`src/rtl/ao_pipe_pkg.sv`:
```
// ao_pipe_pkg: shared defaults, stage state type and the AND-OR reduction used by ao_pipe.
// Contents:
//   AO_WIDTH / AO_TERMS   default operand width and term count
//   AO_MAX_W / AO_MAX_T   largest width / term count ao_reduce can handle
//   stage_e               main output register state (EMPTY, FULL)
//   ao_reduce(a, b, inv)  per-bit OR of the term-wise ANDs, optionally inverted
package ao_pipe_pkg;
  localparam int AO_WIDTH = 8;
  localparam int AO_TERMS = 2;
  localparam int AO_MAX_W = 64;
  localparam int AO_MAX_T = 16;
  localparam int AO_MAX_BITS = AO_MAX_W * AO_MAX_T;
  typedef enum logic {EMPTY, FULL} stage_e;
  // Operands use a fixed AO_MAX_W stride per term; unused terms/bits are zero, so they
  // add nothing to the OR. Callers truncate the result to their own width.
  function automatic logic [AO_MAX_W-1:0] ao_reduce(input logic [AO_MAX_BITS-1:0] a,
                                                    input logic [AO_MAX_BITS-1:0] b,
                                                    input logic invert);
    logic [AO_MAX_W-1:0] r;
    r = '0;
    for (int t = 0; t < AO_MAX_T; t++) r |= a[t*AO_MAX_W +: AO_MAX_W] & b[t*AO_MAX_W +: AO_MAX_W];
    return invert ? ~r : r;
  endfunction
endpackage

```
`src/rtl/ao_pipe_skid.sv`:
```
// ao_pipe_skid: one-entry skid register with valid/ready on both sides and a registered ready.
// Ports:
//   clk_i, rst_i          clock, asynchronous active-high reset
//   s_valid_i/s_ready_o   upstream handshake (s_ready_o is a flop output)
//   s_data_i              upstream data
//   m_valid_o/m_ready_i   downstream handshake
//   m_data_o              downstream data (held entry when full, else pass-through)
module ao_pipe_skid #(
  parameter int WIDTH = 8
) (
  input  logic             clk_i,
  input  logic             rst_i,
  input  logic             s_valid_i,
  output logic             s_ready_o,
  input  logic [WIDTH-1:0] s_data_i,
  output logic             m_valid_o,
  input  logic             m_ready_i,
  output logic [WIDTH-1:0] m_data_o
);
  logic             full_q, full_d;
  logic             rdy_q, rdy_d;
  logic [WIDTH-1:0] data_q, data_d;
  logic             capture;
  always_comb begin
    capture = ~full_q & s_valid_i & rdy_q & ~m_ready_i;
    full_d  = full_q ? ~m_ready_i : capture;
    data_d  = capture ? s_data_i : data_q;
    rdy_d   = ~full_d;
  end
  always_ff @(posedge clk_i or posedge rst_i) begin
    if (rst_i) begin
      full_q <= 1'b0;
      rdy_q  <= 1'b1;
      data_q <= '0;
    end else begin
      full_q <= full_d;
      rdy_q  <= rdy_d;
      data_q <= data_d;
    end
  end
  assign s_ready_o = rdy_q;
  assign m_valid_o = full_q | s_valid_i;
  assign m_data_o  = full_q ? data_q : s_data_i;
endmodule

```
`src/rtl/ao_pipe.sv`:
```
// ao_pipe: pipelined AND-OR(-invert) merge stage with valid/ready output register.
// Build option: define AO_PIPE_SKID_BUF_EN to add a one-entry skid buffer and register ready_o.
// Ports:
//   clk_i, rst_i        clock, asynchronous active-high reset
//   a_i, b_i            TERMS operands of WIDTH bits, term t at [t*WIDTH +: WIDTH]
//   valid_i, ready_o    input handshake
//   y_o, valid_o        registered result and its valid
//   ready_i             downstream ready
module ao_pipe
  import ao_pipe_pkg::*;
#(
  parameter int WIDTH  = AO_WIDTH,
  parameter int TERMS  = AO_TERMS,
  parameter int INVERT = 0
) (
  input  logic                   clk_i,
  input  logic                   rst_i,
  input  logic [TERMS*WIDTH-1:0] a_i,
  input  logic [TERMS*WIDTH-1:0] b_i,
  input  logic                   valid_i,
  output logic                   ready_o,
  output logic [WIDTH-1:0]       y_o,
  output logic                   valid_o,
  input  logic                   ready_i
);
  logic [AO_MAX_BITS-1:0] a_ext, b_ext;
  logic [WIDTH-1:0]       f;
  logic                   up_valid, up_ready;
  logic [WIDTH-1:0]       up_data;
  stage_e                 state_q, state_d;
  logic [WIDTH-1:0]       y_q, y_d;
  // Repack into the fixed-stride layout ao_reduce expects.
  always_comb begin
    a_ext = '0;
    b_ext = '0;
    for (int t = 0; t < TERMS; t++) begin
      a_ext[t*AO_MAX_W +: WIDTH] = a_i[t*WIDTH +: WIDTH];
      b_ext[t*AO_MAX_W +: WIDTH] = b_i[t*WIDTH +: WIDTH];
    end
    f = WIDTH'(ao_reduce(a_ext, b_ext, INVERT != 0));
  end
`ifdef AO_PIPE_SKID_BUF_EN
  ao_pipe_skid #(.WIDTH(WIDTH)) u_skid (
    .clk_i     (clk_i),
    .rst_i     (rst_i),
    .s_valid_i (valid_i),
    .s_ready_o (ready_o),
    .s_data_i  (f),
    .m_valid_o (up_valid),
    .m_ready_i (up_ready),
    .m_data_o  (up_data)
  );
`else
  assign up_valid = valid_i;
  assign up_data  = f;
  assign ready_o  = up_ready;
`endif
  // The main register can take a beat when empty or when its current beat leaves this cycle.
  assign up_ready = ready_i | (state_q == EMPTY);
  always_comb begin
    state_d = state_q;
    y_d     = y_q;
    if (up_valid & up_ready) begin
      state_d = FULL;
      y_d     = up_data;
    end else if (ready_i) begin
      state_d = EMPTY;
    end
  end
  always_ff @(posedge clk_i or posedge rst_i) begin
    if (rst_i) begin
      state_q <= EMPTY;
      y_q     <= '0;
    end else begin
      state_q <= state_d;
      y_q     <= y_d;
    end
  end
  assign valid_o = (state_q == FULL);
  assign y_o     = y_q;
endmodule
```
`config.mk`:
```
export PLATFORM = sky130hd
export DESIGN_NAME = ao_pipe
export DESIGN_NICKNAME = d
export VERILOG_FILES = /design/src/rtl/ao_pipe_pkg.sv /design/src/rtl/ao_pipe_skid.sv /design/src/rtl/ao_pipe.sv
export SDC_FILE = /design/constraint.sdc
export NUM_CORES = 1
export LEC_CHECK = 0
export BUFFER_PORTS_ARGS = -buffer_cell sky130_fd_sc_hd__buf_4
export CAP_MARGIN = 20
export CORE_UTILIZATION = 33
export DETAILED_ROUTE_END_ITERATION = 16
export GPL_TIMING_DRIVEN = 0
export HOLD_SLACK_MARGIN = 0.05
export PLACE_DENSITY = 0.79
export RECOVER_POWER = 25
export REMOVE_ABC_BUFFERS = 1
export SLEW_MARGIN = 15
export SYNTH_ARGS = -nofsm -noshare
export SYNTH_HDL_FRONTEND = slang
export SYNTH_HIERARCHICAL = 1
export SYNTH_SLANG_ARGS = --single-unit
```
`constraint.sdc`:
```
create_clock -name clk_i -period 1.02 [get_ports clk_i]
set_input_delay 0.051 -clock clk_i [delete_from_list [all_inputs] [get_ports clk_i]]
set_output_delay 0.051 -clock clk_i [all_outputs]
set_load 0.03 [all_outputs]
```
==> flow_summary.yaml, run 1 <==
die:
  initial_core_util: 0.377
  core_um2: 1190
  dieHeight_um: 38.8
  num_rows: 12
  dieWidth_um: 38.8
  io_pins: 46
  die-area_um2: 1500
global_route:
  grt_pass1_wl_um: 1770
  grt_use_met3: 0.0867
  top_usage_layer: "met2"
  grt_util_met2: 0.350
  grt.overflow.total: 0
  grt_usage: 0.182
  antenna_found_initial: 0
  grt.met1_usage: 0.154
  grt_pass1_vias: 497
  grt_max_degree: 18
power_and_ir_drop:
  switching_share: 0.321
  p_leak_nw: 0.417
  peakVddDrop_v: 0.000678
  p_clk_frac: 0.245
  combPwrFrac: 0.368
  power.net_switching_uw: 364
  powerDensity_nw_per_um2: 1360
  p_seq_frac: 0.386
  power.internal_uw: 769
timing:
  post-route-period-util: 0.964
  setup_ws_ps: 36.3
  tns_ps: 0
  rsz0062_at_grt: "no"
  hold_slack_ps: 98.8
  final-setup-viol-count: 0
  relSlewSlack: 0.779
  tightest_slew_ps: 331
  final_max_slew_viol_count: 0
  hold_violations: 0
  max_freq_mhz: 1020
  finalClockSkew_ps: 3.60
  finalCriticalPeriod_ps: 984
routing:
  drc: 0
  routedWlPerCell_um: 11.5
  vias_per_cell: 5.07
  drtPass1Iterations: 3
  drt_iter0_drc: 3
  ant_nets: 0
  wirelength_um: 1200
  vias: 527
logic_synthesis:
  synth_top_area_share: 0.504
  synth_area_um2: 447
  syn_inst: 40
  synth.distinct_cells: 11
  syn_avg_cell_area_um2: 11.2
  ys_seq_area_frac: 0.504
  yosys.area.top_type: "dfrtp_1"
  synthTopCellsByArea: "dfrtp_1 50%, a22oi_1 13%, a31oi_1 11%"
  yosysWarnings: 6
  ys_ff_latch: 9
place:
  portBuffers: 45
  dpl_worst_slack_ps: 60.7
  dpl.hpwl_um: 877
  routabilityCongestion: 0.618
layout:
  num-nets-final: 127
  num_antenna_cells: 0
  final_layout_size_suffix_gt1_frac: 0.600
  final_core_util: 0.699
  syn_to_final_growth_pct: 85.7
run:
  cap_viol_max_count: 0
cts:
  cts_tree: "built"
  numCtsBuffers: 3
  htree_levels: 1
  clk_pin_slew_ps: 60
  clock_path_buffers: 2
  cts_num_sinks: 9
  clockRootBuffer: "clkbuf_4"
  clk_latency_ps: 270
worst_setup_path:
  critPathLaunchType: "flip-flop"
  cp.arrival_ps: 1130
  worst_path_largest_cell_delay_ps: 410
  crit_type: "flip-flop to flip-flop"
  slowest_stage: "dfrtp_1"
  critPathCaptureType: "flip-flop"
  cp_max_fo: 5
  cp_cell_sequence: "nand2b_4 > buf_4 > or2b_1"
  worstPathRequired_ps: 1170
status:
  status: "complete, no violations"
worst_hold_path:
  hp-class: "input port to flip-flop"
[worst paths after layout]
| kind | start | endpoint | cells after the start | slack (ps) |
|---|---|---|---|---|
| worst max-delay path | valid_o | valid_o | 3 | 40 |
| worst min-delay path | b_i[14] | y_o[6] | 3 | 100 |
| max in group asynchronous | rst_i | y_o[5] | 3 | 470 |
| worst min register to register | y_o[3] | y_o[3] | 2 | 550 |
| min in group asynchronous | rst_i | y_o[1] | 3 | 300 |
| worst max register to register | valid_o | valid_o | 3 | 40 |
[power groups by stage]
stage                     Clock (mW)  Combinational (mW)  Sequential (mW)
after global placement             0               0.390            0.442
after global routing           0.308               0.444            0.441
final                          0.278               0.417            0.437
after CTS                      0.291               0.416            0.437
after floorplan                    0              0.0867            0.542
after detailed placement           0               0.397            0.444
[flip-flops by register name, summed over array words and instances (netlist names)]
signal / cells
y_o: 8
valid_o: 1
[cell usage after synthesis]
cell and count:
buf_2 1, buf_4 1, a22oi_1 8, inv_1 1
dfrtp_1 9, a21oi_2 1, nand2b_4 1, a21oi_1 7
buf_8 2, a31oi_1 8, or2b_1 1
[cells in the final DEF (no fill, tap or decap)]
cell type      Yosys  final
a22oi_1            8      8
dlygate4sd3_1      0      1
buf_6              0      1
a21oi_1            7      7
clkbuf_4           0      4
dfrtp_1            9      9
clkbuf_1           0      1
a21oi_2            1      1
a31oi_1            8      8
buf_4              1     47
nand2b_4           1      1
inv_1              1      1
or2b_1             1      1
[area by class of cell]
cell class	instances	area, um^2
fill	102	357
multi-input combinational	26	175
timing repair buffer	50	382
inverter	1	3.75
clock buffer	4	26.3
sequential	9	225
tap	14	17.5
[metal layers]
metal	vias to the layer above	wire, um
li1	258	-
met1	235	422
met2	32	636
met3	2	125
met4	0	16
met5	-	0
[timing repair]
action,CTS,global route
hold buffers,1,0
hold endpoints to repair,9,0
resized for setup,0,1
endpoints found under the setup margin,1,1
buffers inserted,4,0
[critical path, delay by kind of cell (launching register included)]
kind / cells / cell delay, ps
and+or+nand+nor: 2 / 330
buffers and inverters: 1 / 130
DFF: 1 / 410
[cell families (layout without fill, tap and decap cells)]
group                  after synthesis  in the layout  share of synthesized area
AOI/OAI and AO/OA                   24             24                      0.345
DFF                                  9              9                      0.504
buffers and inverters                5             55                      0.104
and+or+nand+nor                      2              2                     0.0476
[per-stage QoR]
| step | area, um^2 | power, mW | std cells |
|---|---|---|---|
| final | 830 | 1.13 | 104 |
| after global routing | 830 | 1.19 | 104 |
| after floorplan | 404 | 0.629 | 36 |
| after global placement | 759 | 0.832 | 95 |
| after detailed placement | 759 | 0.841 | 95 |
| after CTS | 826 | 1.14 | 104 |
Power figures use the tool's default switching activity.
==> run 2: changes to the inputs <==
--- a/config.mk
+++ b/config.mk
@@ -5,13 +5,14 @@
 export SDC_FILE = /design/constraint.sdc
 export NUM_CORES = 1
 export LEC_CHECK = 0
+export ABC_AREA = 1
 export BUFFER_PORTS_ARGS = -buffer_cell sky130_fd_sc_hd__buf_4
 export CAP_MARGIN = 20
 export CORE_UTILIZATION = 33
 export DETAILED_ROUTE_END_ITERATION = 16
 export GPL_TIMING_DRIVEN = 0
 export HOLD_SLACK_MARGIN = 0.05
-export PLACE_DENSITY = 0.79
+export PLACE_DENSITY = 0.78
 export RECOVER_POWER = 25
 export REMOVE_ABC_BUFFERS = 1
 export SLEW_MARGIN = 15
==> run 2 against run 1 <==
Net effect: synthesized cell count up 60%; maximum frequency up 2.5%; combinational power up 2%; via count up 13%; worst hold slack worse by 3.1 ps.
==> flow_summary.yaml, run 2 <==
cts:
  cts_tree: "built"
  clk_pin_slew_ps: 60
  clock_path_buffers: 2
  htree_levels: 1
  cts_num_sinks: 9
  numCtsBuffers: 3
  clk_latency_ps: 250
  clockRootBuffer: "clkbuf_4"
global_route:
  grt_pass1_wl_um: 2010
  grt_pass1_vias: 558
  grt_usage: 0.196
  antenna_found_initial: 0
  grt.overflow.total: 0
  grt_max_degree: 10
routing:
  vias: 593
  vias_per_cell: 4.60
  drtPass1Iterations: 4
  routedWlPerCell_um: 9.74
  drt_iter0_drc: 3
  drc: 0
  wirelength_um: 1260
  ant_nets: 0
worst_setup_path:
  timing.rr.end: "y_o[6]"
  cp_max_fo: 4
  cp_num_buf_inv: 1
  cp_cell_sequence: "nand2_4 > buf_4"
  worst_path_largest_cell_delay_ps: 400
  cp.arrival_ps: 910
  worstRegToRegCells: 4
  critPathLaunchType: "flip-flop"
  crit_type: "flip-flop to primary output"
  crit_family: "flip-flops"
  startpoint: "valid_o"
  worstPathRequired_ps: 970
  critPathCaptureType: "primary output"
  r2r_start: "valid_o"
  slowest_stage: "dfrtp_1"
  rrSetupSlack_ps: 150
logic_synthesis:
  synth_edf_count: 0
  yosysWarnings: 6
  synthTopCellsByArea: "dfrtp_1 49%, nand2_1 33%, nand3_1 8.7%"
  syn_inst: 64
  ys_ff_latch: 9
  synth_top_area_share: 0.488
  synth.most_common_cell: "nand2_1"
  yosys-top-cells-count: "41 x nand2_1, 9 x dfrtp_1, 8 x nand3_1"
  ys_dominant_reg_cell: "dfrtp_1"
  synth_async_sr_flop_share: 1.00
  syn_avg_cell_area_um2: 7.21
  synth.distinct_cells: 6
  ys_seq_area_frac: 0.488
  yosys.area.top_type: "dfrtp_1"
  synth_area_um2: 462
timing:
  finalClockSkew_ps: 0.284
  tightest_slew_ps: 339
  final_max_slew_viol_count: 0
  final-setup-viol-count: 0
  rsz0062_at_grt: "no"
  post-route-period-util: 0.941
  setup_ws_ps: 59.9
  max_freq_mhz: 1040
  finalCriticalPeriod_ps: 960
  hold_violations: 0
  relSlewSlack: 0.774
worst_hold_path:
  min_from: "b_i[10]"
  hp-class: "input port to flip-flop"
  holdPathStages: 5
  holdPathEnd: "y_o[2]"
place:
  place_area_um2: 796
  dpl.hpwl_um: 998
  routabilityCongestion: 0.633
  dpl_worst_slack_ps: 3.35
  portBuffers: 45
die:
  io_pins: 46
  core_um2: 1300
  initial_core_util: 0.355
  dieWidth_um: 39.4
  dieHeight_um: 39.4
  die-area_um2: 1550
  num_rows: 13
power_and_ir_drop:
  finalPower_mw: 1.13
  powerDensity_nw_per_um2: 1330
  p_leak_nw: 0.519
  peakVddDrop_v: 0.000763
layout:
  largest_reg_flops: 8
  syn_to_final_growth_pct: 84.6
  num_antenna_cells: 0
  layout_commonest_cell: "buf_4"
  final_layout_size_suffix_gt1_frac: 0.456
  final_cell_mix: "46 x buf_4, 41 x nand2_1, 9 x dfrtp_1, 8 x nand3_1, 4 x clkbuf_4"
  multiInputGateArea_um2: 211
  num-nets-final: 151
  post-route-cell-area_um2: 852
  regArea_um2: 225
  n_fill_cell: 116
run:
  cap_viol_max_count: 0
status:
  status: "complete, no violations"
-- run 2: cell count changes after synthesis, moves of 7 or more --
cell | previous run | this run
a31oi_1 | 8 | 0
a22oi_1 | 8 | 0
nand2_1 | 0 | 41
a21oi_1 | 7 | 0
nand3_1 | 0 | 8
-- run 2: area by class of cell --
type | instances | area share
multi-input combinational | 51 | 0.248
inverter | 2 | 0.00881
timing repair buffer | 48 | 0.426
sequential | 9 | 0.264
tap | 15 | 0.0220
clock buffer | 4 | 0.0308
-- run 2: worst max path at each step --
stage,to,cells past startpoint
after CTS,ready_o,2
after global routing,ready_o,2
after detailed placement,y_o[6],4
final,ready_o,2
after global placement,y_o[4],4
after floorplan,y_o[0],4
-- run 2: kinds of logic after synthesis --
family,synth area share
buffers and inverters,0.0650
AND/OR/NAND/NOR,0.447
flip-flops,0.488
-- run 2: layer usage --
layer	up-vias	wire, um	global-route usage
met2	34	671	0.373
met5	-	0	0
met4	0	12	0.0776
li1	297	-	-
met1	260	454	0.200
met3	2	117	0.0455
-- run 2: timing repair --
item                                   4_1_cts  5_1_grt
setup endpoints to repair                    3        0
gates resized for setup                      1        0
buffers inserted                             2        0
hold buffers                                 1        0
endpoints found under the hold margin        9        0
-- run 2: through the flow --
stage	util	hold slack, ps	std cells	TNS (ps)
after floorplan	-	-121	62	-1380
after global placement	0.612	33.0	122	0
after detailed placement	0.612	34.4	122	0
after CTS	0.655	98.4	129	0
after global routing	0.655	104	129	0
final	0.655	95.7	129	0
-- run 2: tightest hold or removal path: stages --
cell and delay (ps):
buf_4 70, nand2_1 40, nand2_1 50, nand3_1 50, nand2_1 50
-- run 2: report_power, final --
group | internal [mW] | leakage [nW] | switching [mW]
Clock | 0.150 | 0.0150 | 0.116
Sequential | 0.409 | 0.111 | 0.0307
Combinational | 0.201 | 0.393 | 0.225
Total | 0.760 | 0.519 | 0.372
==> run 3: changes to the inputs <==
==> constraint.sdc (replaced) <==
create_clock -name clk_i -period 1.1 [get_ports clk_i]
set_input_delay 0.055 -clock clk_i [delete_from_list [all_inputs] [get_ports clk_i]]
set_output_delay 0.055 -clock clk_i [all_outputs]
set_load 0.03 [all_outputs]
==> run 3 against run 2 <==
Net effect: core utilization decreased by 1.2 points; clock skew about the same; critical path depth did not move; critical path type unchanged; critical endpoint unchanged; highest routed layer unchanged.
==> flow_summary.yaml, run 3 (synthesis gave the netlist of run 2 again) <==
worst_hold_path:
  hp-class: "input port to flip-flop"
  min_from: "b_i[10]"
worst_setup_path:
  crit_family: "flip-flops"
  crit_type: "flip-flop to primary output"
  cp.arrival_ps: 990
  worst_path_largest_cell_delay_ps: 400
  worstPathRequired_ps: 1040
  r2r_start: "valid_o"
  cp_max_fo: 11
  cp_num_buf_inv: 1
  slowest_stage: "dfrtp_1"
  rrSetupSlack_ps: 150
  cp_cell_sequence: "nand2_4 > buf_4"
  critPathCaptureType: "primary output"
  startpoint: "valid_o"
  critPathLaunchType: "flip-flop"
die:
  core_um2: 1300
  io_pins: 46
  die-area_um2: 1550
  dieHeight_um: 39.4
  initial_core_util: 0.355
  num_rows: 13
  dieWidth_um: 39.4
global_route:
  grt_pass1_wl_um: 1930
  grt_usage: 0.189
  grt.overflow.total: 0
  grt_max_degree: 12
  antenna_found_initial: 0
  grt_pass1_vias: 547
timing:
  finalCriticalPeriod_ps: 1040
  tightest_slew_ps: 337
  hold_slack_ps: 99.4
  rsz0062_at_grt: "no"
  post-route-period-util: 0.948
  finalClockSkew_ps: 0.284
  setup_ws_ps: 57.0
  hold_violations: 0
  relSlewSlack: 0.775
  max_freq_mhz: 959
  final_max_slew_viol_count: 0
  final-setup-viol-count: 0
cts:
  clk_pin_slew_ps: 60
  htree_levels: 1
  clk_latency_ps: 250
  clock_path_buffers: 2
  clockRootBuffer: "clkbuf_4"
  cts_tree: "built"
  cts_num_sinks: 9
  numCtsBuffers: 3
routing:
  drtPass1Iterations: 3
  vias_per_cell: 4.59
  drc: 0
  routedWlPerCell_um: 9.56
  drt_iter0_drc: 3
  wirelength_um: 1210
  ant_nets: 0
  vias: 583
layout:
  num-nets-final: 149
  num_antenna_cells: 0
  layout_commonest_cell: "buf_4"
  syn_to_final_growth_pct: 81.3
  final_cell_mix: "44 x buf_4, 41 x nand2_1, 9 x dfrtp_1, 8 x nand3_1, 4 x clkbuf_4"
  largest_reg_flops: 8
  final_layout_size_suffix_gt1_frac: 0.446
  n_fill_cell: 113
power_and_ir_drop:
  powerDensity_nw_per_um2: 1240
  p_leak_nw: 0.510
  finalPower_mw: 1.04
  switching_share: 0.329
  power.internal_uw: 697
  combPwrFrac: 0.370
  p_clk_frac: 0.238
  power.net_switching_uw: 342
  p_seq_frac: 0.392
  peakVddDrop_v: 0.000683
status:
  status: "complete, no violations"
place:
  dpl.hpwl_um: 998
  dpl_worst_slack_ps: 83.4
  portBuffers: 45
  routabilityCongestion: 0.633
run:
  cap_viol_max_count: 0
run 3: cell types whose count changed in the layout (fill, tap and decap cells not counted):
cell,change
buf_4,-2
run 3: power groups by stage:
stage	Sequential, mW	Combinational (mW)	Clock [mW]
2_1_floorplan	0.506	0.0872	0
3_3_place_gp	0.410	0.376	0
3_5_place_dp	0.412	0.385	0
4_1_cts	0.409	0.390	0.252
5_1_grt	0.413	0.421	0.278
6_report	0.408	0.385	0.247
run 3: worst paths after layout:
check | cells past startpoint | to
worst max register to register | 4 | y_o[6]
worst min register to register | 2 | y_o[4]
min in group asynchronous | 3 | y_o[7]
worst min-delay path | 5 | y_o[2]
max in group asynchronous | 3 | y_o[6]
worst max-delay path | 2 | ready_o
run 3: tightest hold or removal path, cell delays in order:
cell,delay [ps]
buf_4,70
nand2_1,40
nand2_1,50
nand3_1,50
nand2_1,50
run 3: per-layer routing:
metal	routed length (um)	vias up	GRT usage	share of wire
met3	118	2	0.0455	0.097
li1	-	294	-	-
met1	425	253	0.193	0.35
met2	656	34	0.357	0.54
met5	0	-	0	0
met4	12	0	0.0776	0.0099
run 3: through the flow:
step	instances	utilization	setup TNS [ps]	area [um^2]
6_report	127	0.643	0	837
5_1_grt	127	0.643	0	837
4_1_cts	127	0.643	0	837
3_5_place_dp	122	0.612	0	796
3_3_place_gp	122	0.612	0	796
2_1_floorplan	62	-	-658	439
run 3: area by class of cell:
cell class,instances,area (um^2),share of cell area
tap,15,18.8,0.0224
timing repair buffer,46,348,0.416
sequential,9,225,0.269
inverter,2,7.51,0.00897
multi-input combinational,51,211,0.253
clock buffer,4,26.3,0.0314
run 3: repair_timing:
item,in CTS,in global routing
setup buffers,0,0
setup endpoints to repair,1,0
hold buffers,1,0
gates resized for setup,1,0
hold endpoints to repair,9,0
